[src/rtl/mips_pkg.sv]
// Shared definitions for the MIPS fetch stage: FSM states, syscall and
// REGIMM constants, and the branch-offset helper.
package mips_pkg;

    typedef enum logic [1:0] {
        FETCH = 2'd0,
        EXEC  = 2'd1,
        HALT  = 2'd2
    } state_t;

    localparam logic [31:0] SYSCALL_EXIT     = 32'd10;
    localparam logic [31:0] DEFAULT_RESET_PC = 32'h0000_0000;

    localparam logic [5:0] OP_REGIMM = 6'h01;
    localparam logic [4:0] RT_BLTZ   = 5'd0;
    localparam logic [4:0] RT_BGEZ   = 5'd1;

    // Word-aligned, sign-extended branch displacement.
    function automatic logic [31:0] branch_offset(input logic [15:0] imm);
        return {{14{imm[15]}}, imm, 2'b00};
    endfunction

endpackage

[src/rtl/fetch_pc_unit_if.sv]
// Instruction-memory fetch port between the fetch stage and instruction memory.
interface fetch_pc_unit_if;
    // imem_req/imem_addr are driven by the fetch stage and held stable until a
    // cycle in which imem_ready is high; imem_rdata is valid only in that cycle.
    logic        imem_req;
    logic [31:0] imem_addr;
    logic        imem_ready;
    logic [31:0] imem_rdata;

    modport master (
        output imem_req,
        output imem_addr,
        input  imem_ready,
        input  imem_rdata
    );

    modport slave (
        input  imem_req,
        input  imem_addr,
        output imem_ready,
        output imem_rdata
    );
endinterface

[src/rtl/fetch_pc_unit_next_pc.sv]
// Combinational next-PC selection: jr, then jump/jal, then taken branch,
// otherwise the sequential PC.
module next_pc_calc
    import mips_pkg::*;
(
    input  logic [31:0] pc_plus4,
    input  logic [31:0] instr,
    input  logic [31:0] rs_val,
    input  logic        beq,
    input  logic        bne,
    input  logic        blez,
    input  logic        bgtz,
    input  logic        bz,
    input  logic        jr,
    input  logic        jmp,
    input  logic        jal,
    input  logic        alu_equal,
    output logic [31:0] next_pc
);

    logic       rs_neg;
    logic       rs_zero;
    logic       regimm_taken;
    logic       taken;
    logic [4:0] rt;

    always_comb begin
        rt      = instr[20:16];
        rs_neg  = rs_val[31];
        rs_zero = (rs_val == 32'd0);

        // bz covers the REGIMM pair; other rt encodings never branch.
        case (rt)
            RT_BLTZ: regimm_taken = rs_neg;
            RT_BGEZ: regimm_taken = !rs_neg;
            default: regimm_taken = 1'b0;
        endcase

        taken = (beq  &&  alu_equal)
             || (bne  && !alu_equal)
             || (blez && (rs_neg || rs_zero))
             || (bgtz && !rs_neg && !rs_zero)
             || (bz   && regimm_taken);

        // jr arrives with jmp also raised, so it must be tested first.
        if (jr) begin
            next_pc = {rs_val[31:2], 2'b00};
        end else if (jmp || jal) begin
            next_pc = {pc_plus4[31:28], instr[25:0], 2'b00};
        end else if (taken) begin
            next_pc = pc_plus4 + branch_offset(instr[15:0]);
        end else begin
            next_pc = pc_plus4;
        end
    end

endmodule

[src/rtl/fetch_pc_unit.sv]
// Fetch/PC stage: fetches over the imem handshake, holds the instruction for
// one execute cycle, updates the PC, halts on the exit syscall, counts cycles.
module fetch_pc_unit
    import mips_pkg::*;
#(
    parameter logic [31:0] RESET_PC = DEFAULT_RESET_PC
) (
    input  logic            clk,
    input  logic            rst_n,
    fetch_pc_unit_if.master imem,
    output logic [31:0]     instr,
    output logic [5:0]      op,
    output logic [5:0]      func,
    output logic            instr_valid,
    input  logic            beq,
    input  logic            bne,
    input  logic            blez,
    input  logic            bgtz,
    input  logic            bz,
    input  logic            jr,
    input  logic            jmp,
    input  logic            jal,
    input  logic            syscall,
    input  logic            alu_equal,
    input  logic [31:0]     rs_val,
    input  logic [31:0]     v0_val,
    input  logic            go,
    output logic [31:0]     pc,
    output logic [31:0]     pc_plus4,
    output logic            halted,
    output logic [31:0]     cycle_count,
    output logic [31:0]     instr_count,
    output state_t          state
);

    state_t      state_next;
    logic [31:0] next_pc;
    logic        exit_call;

    assign pc_plus4       = pc + 32'd4;
    assign op             = instr[31:26];
    assign func           = instr[5:0];
    assign imem.imem_addr = pc;
    assign exit_call      = syscall && (v0_val == SYSCALL_EXIT);

    next_pc_calc u_next_pc (
        .pc_plus4  (pc_plus4),
        .instr     (instr),
        .rs_val    (rs_val),
        .beq       (beq),
        .bne       (bne),
        .blez      (blez),
        .bgtz      (bgtz),
        .bz        (bz),
        .jr        (jr),
        .jmp       (jmp),
        .jal       (jal),
        .alu_equal (alu_equal),
        .next_pc   (next_pc)
    );

    always_ff @(posedge clk) begin
        if (!rst_n) begin
            state <= FETCH;
        end else begin
            state <= state_next;
        end
    end

    always_comb begin
        state_next = state;
        case (state)
            FETCH:   if (imem.imem_ready) state_next = EXEC;
            EXEC:    state_next = exit_call ? HALT : FETCH;
            HALT:    if (go) state_next = FETCH;
            default: state_next = FETCH;
        endcase
    end

    // Outputs are masked while rst_n is low so nothing is requested or
    // strobed during the reset cycle, whatever state the register holds.
    always_comb begin
        imem.imem_req = 1'b0;
        instr_valid   = 1'b0;
        halted        = 1'b0;
        if (rst_n) begin
            imem.imem_req = (state == FETCH);
            instr_valid   = (state == EXEC);
            halted        = (state == HALT);
        end
    end

    always_ff @(posedge clk) begin
        if (!rst_n) begin
            pc          <= RESET_PC;
            instr       <= 32'd0;
            cycle_count <= 32'd0;
            instr_count <= 32'd0;
        end else begin
            if (state != HALT) begin
                cycle_count <= cycle_count + 32'd1;
            end
            if (state == FETCH && imem.imem_ready) begin
                instr <= imem.imem_rdata;
            end
            if (state == EXEC) begin
                instr_count <= instr_count + 32'd1;
                pc          <= exit_call ? pc_plus4 : next_pc;
            end
        end
    end

endmodule

[src/flat_wrapper.sv]
// flat-port wrapper written by rule: the top's interface ports become plain ports
module fetch_pc_unit_flat import mips_pkg::*;
#(
    parameter logic [31:0] RESET_PC = DEFAULT_RESET_PC
)
  (clk, rst_n, instr, op, func, instr_valid, beq, bne, blez, bgtz, bz, jr, jmp, jal, syscall, alu_equal, rs_val, v0_val, go, pc, pc_plus4, halted, cycle_count, instr_count, state, imem_imem_req, imem_imem_addr, imem_imem_ready, imem_imem_rdata);
  fetch_pc_unit_if imem_i ();
  input  logic clk;
  input  logic rst_n;
  output logic [31:0] instr;
  output logic [5:0] op;
  output logic [5:0] func;
  output logic instr_valid;
  input  logic beq;
  input  logic bne;
  input  logic blez;
  input  logic bgtz;
  input  logic bz;
  input  logic jr;
  input  logic jmp;
  input  logic jal;
  input  logic syscall;
  input  logic alu_equal;
  input  logic [31:0] rs_val;
  input  logic [31:0] v0_val;
  input  logic go;
  output logic [31:0] pc;
  output logic [31:0] pc_plus4;
  output logic halted;
  output logic [31:0] cycle_count;
  output logic [31:0] instr_count;
  output state_t state;
  output wire logic [$bits(imem_i.imem_req)-1:0] imem_imem_req;
  output wire logic [$bits(imem_i.imem_addr)-1:0] imem_imem_addr;
  input wire logic [$bits(imem_i.imem_ready)-1:0] imem_imem_ready;
  input wire logic [$bits(imem_i.imem_rdata)-1:0] imem_imem_rdata;
  assign imem_imem_req = imem_i.imem_req;
  assign imem_imem_addr = imem_i.imem_addr;
  assign imem_i.imem_ready = imem_imem_ready;
  assign imem_i.imem_rdata = imem_imem_rdata;
  fetch_pc_unit #(.RESET_PC(RESET_PC)) u_core (.clk(clk), .rst_n(rst_n), .imem(imem_i), .instr(instr), .op(op), .func(func), .instr_valid(instr_valid), .beq(beq), .bne(bne), .blez(blez), .bgtz(bgtz), .bz(bz), .jr(jr), .jmp(jmp), .jal(jal), .syscall(syscall), .alu_equal(alu_equal), .rs_val(rs_val), .v0_val(v0_val), .go(go), .pc(pc), .pc_plus4(pc_plus4), .halted(halted), .cycle_count(cycle_count), .instr_count(instr_count), .state(state));
endmodule
[config.mk]
export PLATFORM = sky130hd
export DESIGN_NAME = fetch_pc_unit_flat
export DESIGN_NICKNAME = d
export VERILOG_FILES = /design/src/rtl/mips_pkg.sv /design/src/rtl/fetch_pc_unit_if.sv /design/src/rtl/fetch_pc_unit_next_pc.sv /design/src/rtl/fetch_pc_unit.sv /design/src/flat_wrapper.sv
export SDC_FILE = /design/constraint.sdc
export NUM_CORES = 1
export LEC_CHECK = 0
export CORE_MARGIN = 4
export CORE_UTILIZATION = 50
export CTS_CLUSTER_SIZE = 10
export DETAILED_ROUTE_END_ITERATION = 8
export HOLD_SLACK_MARGIN = 0.15
export PLACE_DENSITY = 0.91
export REMOVE_ABC_BUFFERS = 1
export SYNTH_ARGS = -nofsm -noshare
export SYNTH_HDL_FRONTEND = slang
export SYNTH_SLANG_ARGS = --single-unit
[constraint.sdc]
create_clock -name clk -period 10.5 [get_ports clk]
set_input_delay 2.625 -clock clk [delete_from_list [all_inputs] [get_ports clk]]
set_output_delay 2.625 -clock clk [all_outputs]
set_load 0.005 [all_outputs]
# Word level (Yosys, flattened, before mapping)
# Cells that the tools add are included.
dict set report word_totals {
  ff_bits 130
  in_bits 110
  elab_cells 49
}
dict set report op_classes {
  addsub 4
  n_eq_ne 7
  muxes 12
  reduce_logical 21
}
# operator count
set op_table {}
lappend op_table {{32-bit two-way mux} 4}
lappend op_table {{32-bit by 1-bit adder with 32-bit output (second input constant)} 2}
lappend op_table {{32-bit by 3-bit adder with 32-bit output (second input constant)} 1}
lappend op_table {{32-bit adder} 1}
lappend op_table {{32-bit by 4-bit == test with 1-bit output (second input constant)} 1}
lappend op_table {{32-bit logical NOT} 1}
lappend op_table {{1-bit logical AND} 8}
lappend op_table {{1-bit logical OR} 6}
lappend op_table {{2-bit two-way mux} 3}
lappend op_table {{2-bit inequality test (second input constant)} 3}
lappend op_table {{2-bit one-hot mux with 3 select lines} 1}
lappend op_table {{5-bit by 1-bit == test with 1-bit output (second input constant)} 1}
lappend op_table {{5-bit logical NOT} 1}
lappend op_table {{1-bit logical NOT} 3}
lappend op_table {{1-bit two-way mux} 3}
lappend op_table {{2-bit by 1-bit == test with 1-bit output (second input constant)} 1}
lappend op_table {{2-bit == test (second input constant)} 1}
lappend op_table {{2-bit logical NOT} 1}
lappend op_table {{1-bit one-hot mux with 2 select lines} 1}
lappend op_table {{2-bit AND reduction} 1}

# Longest topological paths before layout
dict set report logic_depth {
  ltp_word 10
  mapped_depth 17
}

# Cells and area by module
# Synthesis repeated with hierarchy kept, for this count alone.
dict set report unflattened {
  cells_unflattened 1213
  hier_area_um2 9178.8
}
# mod instances cells_per_inst area_per_inst_um2
set by_module_without_submodules {}
lappend by_module_without_submodules {fetch_pc_unit 1 840 6761.5}
lappend by_module_without_submodules {next_pc_calc 1 373 2417.3}

# Least setup slack after synthesis
# OpenSTA, ideal clock, no wires.
dict set report synth_timing {
  path_kind {input to output}
  from {input port rst_n}
  to {output port halted}
  arrival_ns 3.607
  t_required_ns 7.875
  setup_slack_ns 4.268
  path_stages 5
  path_cell_list {clkbuf_1 > inv_2 > clkbuf_1 > clkbuf_1 > nor2_1}
}
dict set report synth_via {
  elab_chain_len 1
}
# item line_no
set synth_lines {}
lappend synth_lines {{from (decl)} flat_wrapper.sv:9} ;# input logic rst_n;
lappend synth_lines {{1-bit two-way mux} fetch_pc_unit.sv:86} ;# if (rst_n) begin
lappend synth_lines {{to (decl)} flat_wrapper.sv:29} ;# output logic halted;
# Every way passes these cells.

# Worst setup path in the final report
dict set report layout_timing {
  from {input port rst_n}
  to {output port imem_imem_req}
}
dict set report layout_via {
  elab_chain_len 1
}
# item line_no
set layout_lines {}
lappend layout_lines {{1-bit two-way mux} fetch_pc_unit.sv:86}
lappend layout_lines {{to (decl)} flat_wrapper.sv:33} ;# output wire logic [$bits(imem_i.imem_req)-1:0] imem_imem_req;
# Every way passes these cells.

==> metrics.md <==
| Metric | Value |
|---|---|
| Count of standard-cell rows | 48 |
| Seq/Total Area, Yosys | 28.7% |
| Mapped Area | about 8900 um2 |
| Count of vias placed by the detailed router | 10100 |
| Clk_lat worst skew | 0.42 ns |
| Final HPWL from detailed placement | 24200 um |
| Signed area change from the synthesized netlist to the final layout | 39.1% |
| Critical register-to-register path endpoint | u_core.imem.imem_addr[31]$_SDFFE_PN0P_ |
| Remaining antenna violation count | 0 |
| Max-slew headroom | between 20 and 30% |
| Worst clock skew | 0.0110 ns |
| EDFF count, synth | 0 |
| Asr flop ratio synth | 0% |
| Transition time of the tightest slew-check pin | about 1.1 ns |
| Cells along the critical path | clkdlybuf4s50_1 > buf_4 > clkinv_2 > buf_4 > buf_4 > nor3_1 > clkdlybuf4s50_1 |
| Share of the core filled with cells | a little under three quarters |
| Critical path's top delay family | buffers and inverters |
| Critical Path Sink Type | output port |
| Number of primary I/O pins | 319 |
| Required time reported for the critical path endpoint | 7.88 ns |
| First element of the critical path | rst_n |
| Ranking of synthesized cells by area | sky130_fd_sc_hd__dfxtp_1 29%, sky130_fd_sc_hd__a21oi_1 6.5%, sky130_fd_sc_hd__nand2_1 5.8% |
| DRC violation total after the first TritonRoute iteration | 1205 |
| Worst ir drop on vdd | ~110 uV |
| Cell mode on critical path | sky130_fd_sc_hd__buf_4 |
| Psw | 0.411 mW |
| Setup slack of the worst register-to-register path | around 6 ns |
| Tot GR Track Use | a little under a third |
| Number of pins with negative max-slew slack in the final report | 0 |
| Unrepaired setup endpoints after global routing | no |
| Mean Syn Cell Area | 7.74 um2 |
| Post-synth top cells | 138 x sky130_fd_sc_hd__nand2_1, 128 x sky130_fd_sc_hd__dfxtp_1, 116 x sky130_fd_sc_hd__a21oi_1, 113 x sky130_fd_sc_hd__nor2_1, 54 x sky130_fd_sc_hd__xnor2_1 |
| Initial antenna violation count | 1 |
| Overall die height | 142 um |
| Antenna cell count | 0 |
| Number of detailed-routing iterations run before antenna repair | 7 |
| Relative contribution of the clock network to total power | 41.4% |
| Die Width | 142 um |
| Maximum cell stage delay along the critical path | 0.64 ns |
| Comb pwr share | 20.5% |
| Placement-stage worst setup slack | 2.81 ns |
| Outcome | finished clean |
| CTS H-Tree Depth | 4 |
| Fraction of final layout cells with drive strength greater than 1 | under 10% |
| Primary FF master, synth | sky130_fd_sc_hd__dfxtp_1 |
| Total clock sinks | 128 |
| Wire length per cell after detailed routing | about 20 um |
| Final worst path period share | between 70% and 80% |
| Maximum number of pins on one net before global-route repair | 61 |
| Most frequently used cell type in the post-synthesis netlist | sky130_fd_sc_hd__nand2_1 |
| Synth top area share | 28.7% |
| Initial Util | 51.2% |
| Maximum fanout along the worst path | 60 |
| Endpoints failing setup | 0 |
| Number of nets in the layout | between 1500 and 2000 |
| Wire length of the first global-routing pass | 51100 um |
| Warnings, synthesis | 0 |
| Start point of the worst hold path | u_core.instr[24]$_SDFFE_PN0P_ |
| Post-CTS setup buffer count | 0 |
| Number of buffers added by the clock tree synthesis step | 17 |
| Syn Inst Count | 1152 |
| Number of I/O port buffers | 312 |
| Area of the die | 20000 um2 |
| Power density over the cells | 113 nW/um2 |
| Maxcap violations | 0 |
| Worst hold path type | reg -> reg |
| Clock slew seen by the registers of the worst setup and hold paths | 0.06 ns |
| Type of origin of the critical path | input pin |
| Switching Fraction | 29.4% |
| Start-to-end type of the worst setup path | in -> out |
| Clk root buf | sky130_fd_sc_hd__clkbuf_16 |
| Aggregate routed wire length | 33000 um |
| Reg-to-reg startpoint | u_core.imem.imem_addr[2]$_SDFFE_PN0P_ |
| Pleak | 4.72 nW |
| Crit path arrival time | between 5 and 6 ns |
| Worst path setup slack after routing | 2.77 ns |
| Via count of the first global-routing pass | slightly below 10000 |
| Worst hold path depth | 2 |
| Core region area | about 17000 um2 |
| Internal power | 0.986 mW |
| Reg power frac | 38.1% |
| Worst-case hold path end point | u_core.instr[24]$_SDFFE_PN0P_ |
| Flip-flop and latch count after synthesis | 128 |
| Deepest clock path buffer count | 2 |
| Congestion Overflow GR | 0 |
| Post-synth cell types | 86 |
| Number of hold violations in the final report | 0 |
| Clock tree from TritonCTS | built |
| CP max stage cell | sky130_fd_sc_hd__buf_4 |
| PostCTS Resize Cnt | 0 |
| Count of hold-fix buffers inserted at cts | 0 |
| Post-layout min period | 7.73 ns |
| Drc violations | 0 |
| Routed vias/inst | about 6 |
| Gpl congestion | 1.02 |
| Dominant cell type by area after synthesis | sky130_fd_sc_hd__dfxtp_1 |
| Total negative slack for setup checks | 0 ns |
| Crit path buffers/inverters | 6 |
| Fmax | 129 MHz |
| Worst Reg-to-Reg Cells | 16 |
==> registers in the layout, indices dropped and copies added, names as in the netlist <==
signal                 flops
u_core.instr_count        32
u_core.state               2
u_core.cycle_count        32
u_core.imem.imem_addr     30
u_core.instr              32
==> power groups by stage <==
| stage | logic, mW | registers (mW) | clock network, mW |
|---|---|---|---|
| 2_1_floorplan | 0.124 | 0.536 | 0 |
| 3_3_place_gp | 0.272 | 0.540 | 0 |
| 3_5_place_dp | 0.279 | 0.541 | 0 |
| 4_1_cts | 0.282 | 0.531 | 0.584 |
| 5_1_grt | 0.306 | 0.534 | 0.607 |
| 6_report | 0.286 | 0.532 | 0.578 |
==> how the worst max path moves through the flow <==
stage	endpoint	slack, ns	depth (start not counted)
6_report	imem_imem_req	2.77	7
5_1_grt	imem_imem_req	2.68	7
4_1_cts	imem_imem_req	2.81	7
3_5_place_dp	imem_imem_req	2.81	7
3_3_place_gp	halted	2.85	7
2_1_floorplan	halted	4.25	2
==> final cells by class <==
class / instances / area [um2]
clock buffers: 18 / 439
clock inverters: 14 / 131
fillers: 1316 / 5010
inverters: 21 / 80.1
multi-input cells: 905 / 5700
flip-flops and latches: 128 / 2560
well taps: 225 / 282
repair buffers: 324 / 3210
==> cell usage in the layout (no fill, tap or decap), types with 11 or more instances in the layout <==
cell type and instances:
sky130_fd_sc_hd__a211oi_1 11, sky130_fd_sc_hd__and3_1 22, sky130_fd_sc_hd__a21o_1 14, sky130_fd_sc_hd__xnor2_1 54, sky130_fd_sc_hd__nor2_1 113, sky130_fd_sc_hd__nand4_1 23
sky130_fd_sc_hd__o21ai_1 12, sky130_fd_sc_hd__dfxtp_1 128, sky130_fd_sc_hd__or3_1 14, sky130_fd_sc_hd__clkbuf_16 17, sky130_fd_sc_hd__nor4_1 18, sky130_fd_sc_hd__ha_1 38
sky130_fd_sc_hd__mux2i_1 11, sky130_fd_sc_hd__nor2b_1 12, sky130_fd_sc_hd__nand2_1 138, sky130_fd_sc_hd__o211ai_1 11, sky130_fd_sc_hd__nor3_1 18, sky130_fd_sc_hd__o21ai_0 46
sky130_fd_sc_hd__clkdlybuf4s50_1 312, sky130_fd_sc_hd__a31oi_1 16, sky130_fd_sc_hd__a21oi_1 116, sky130_fd_sc_hd__xor2_1 51, sky130_fd_sc_hd__nand3_1 44, sky130_fd_sc_hd__buf_4 12
sky130_fd_sc_hd__inv_1 20
==> per-stage QoR <==
stage	hold slack [ns]	cell area [um2]	instances	total power, mW
3_5_place_dp	0.468	11800	1603	0.821
6_report	0.474	12400	1635	1.40
5_1_grt	0.511	12400	1635	1.45
4_1_cts	0.477	12400	1635	1.40
2_1_floorplan	0.466	8330	1054	0.660
3_3_place_gp	0.460	11800	1603	0.813
==> cell families (layout without fill, tap and decap cells) <==
kind of cell / after synthesis / count (layout) / synth area share, %
other: 1 / 6 / 0.0420
adder cells (fa/ha/maj): 39 / 39 / 5.55
multiplexers: 14 / 14 / 1.74
AND/OR/NAND/NOR: 448 / 448 / 25.0
flip-flops: 128 / 128 / 28.7
AO/OA/AOI/OAI: 291 / 291 / 20.6
buffers and inverters: 124 / 377 / 7.67
XOR/XNOR: 107 / 107 / 10.7
==> worst reg2reg max path: stages, from the launching register on <==
cell                        delay (ns)
sky130_fd_sc_hd__dfxtp_1          0.48
sky130_fd_sc_hd__ha_1             0.32
sky130_fd_sc_hd__nand3_2          0.26
sky130_fd_sc_hd__nor4_4           0.49
sky130_fd_sc_hd__and2_1           0.25
sky130_fd_sc_hd__nand3_1          0.13
sky130_fd_sc_hd__xnor2_1          0.48
sky130_fd_sc_hd__ha_1             0.41
sky130_fd_sc_hd__nand2_1          0.11
sky130_fd_sc_hd__nand2_1          0.08
sky130_fd_sc_hd__a21o_1           0.19
sky130_fd_sc_hd__a21oi_1          0.26
sky130_fd_sc_hd__nor3_1           0.08
sky130_fd_sc_hd__a2111oi_0        0.41
sky130_fd_sc_hd__a21oi_1          0.20
sky130_fd_sc_hd__mux2i_1          0.16
sky130_fd_sc_hd__o31ai_1          0.18
==> metal layers <==
metal	share of wire (%)	track usage (%)	wire, um	vias up
met3	12	9.30	3980	167
met1	36	36.6	11800	4685
li1	-	-	-	4562
met2	47	52.9	15600	682
met5	0.036	0	12	-
met4	4.8	16.4	1590	2
No activity file was read; power rests on OpenSTA's default activity.
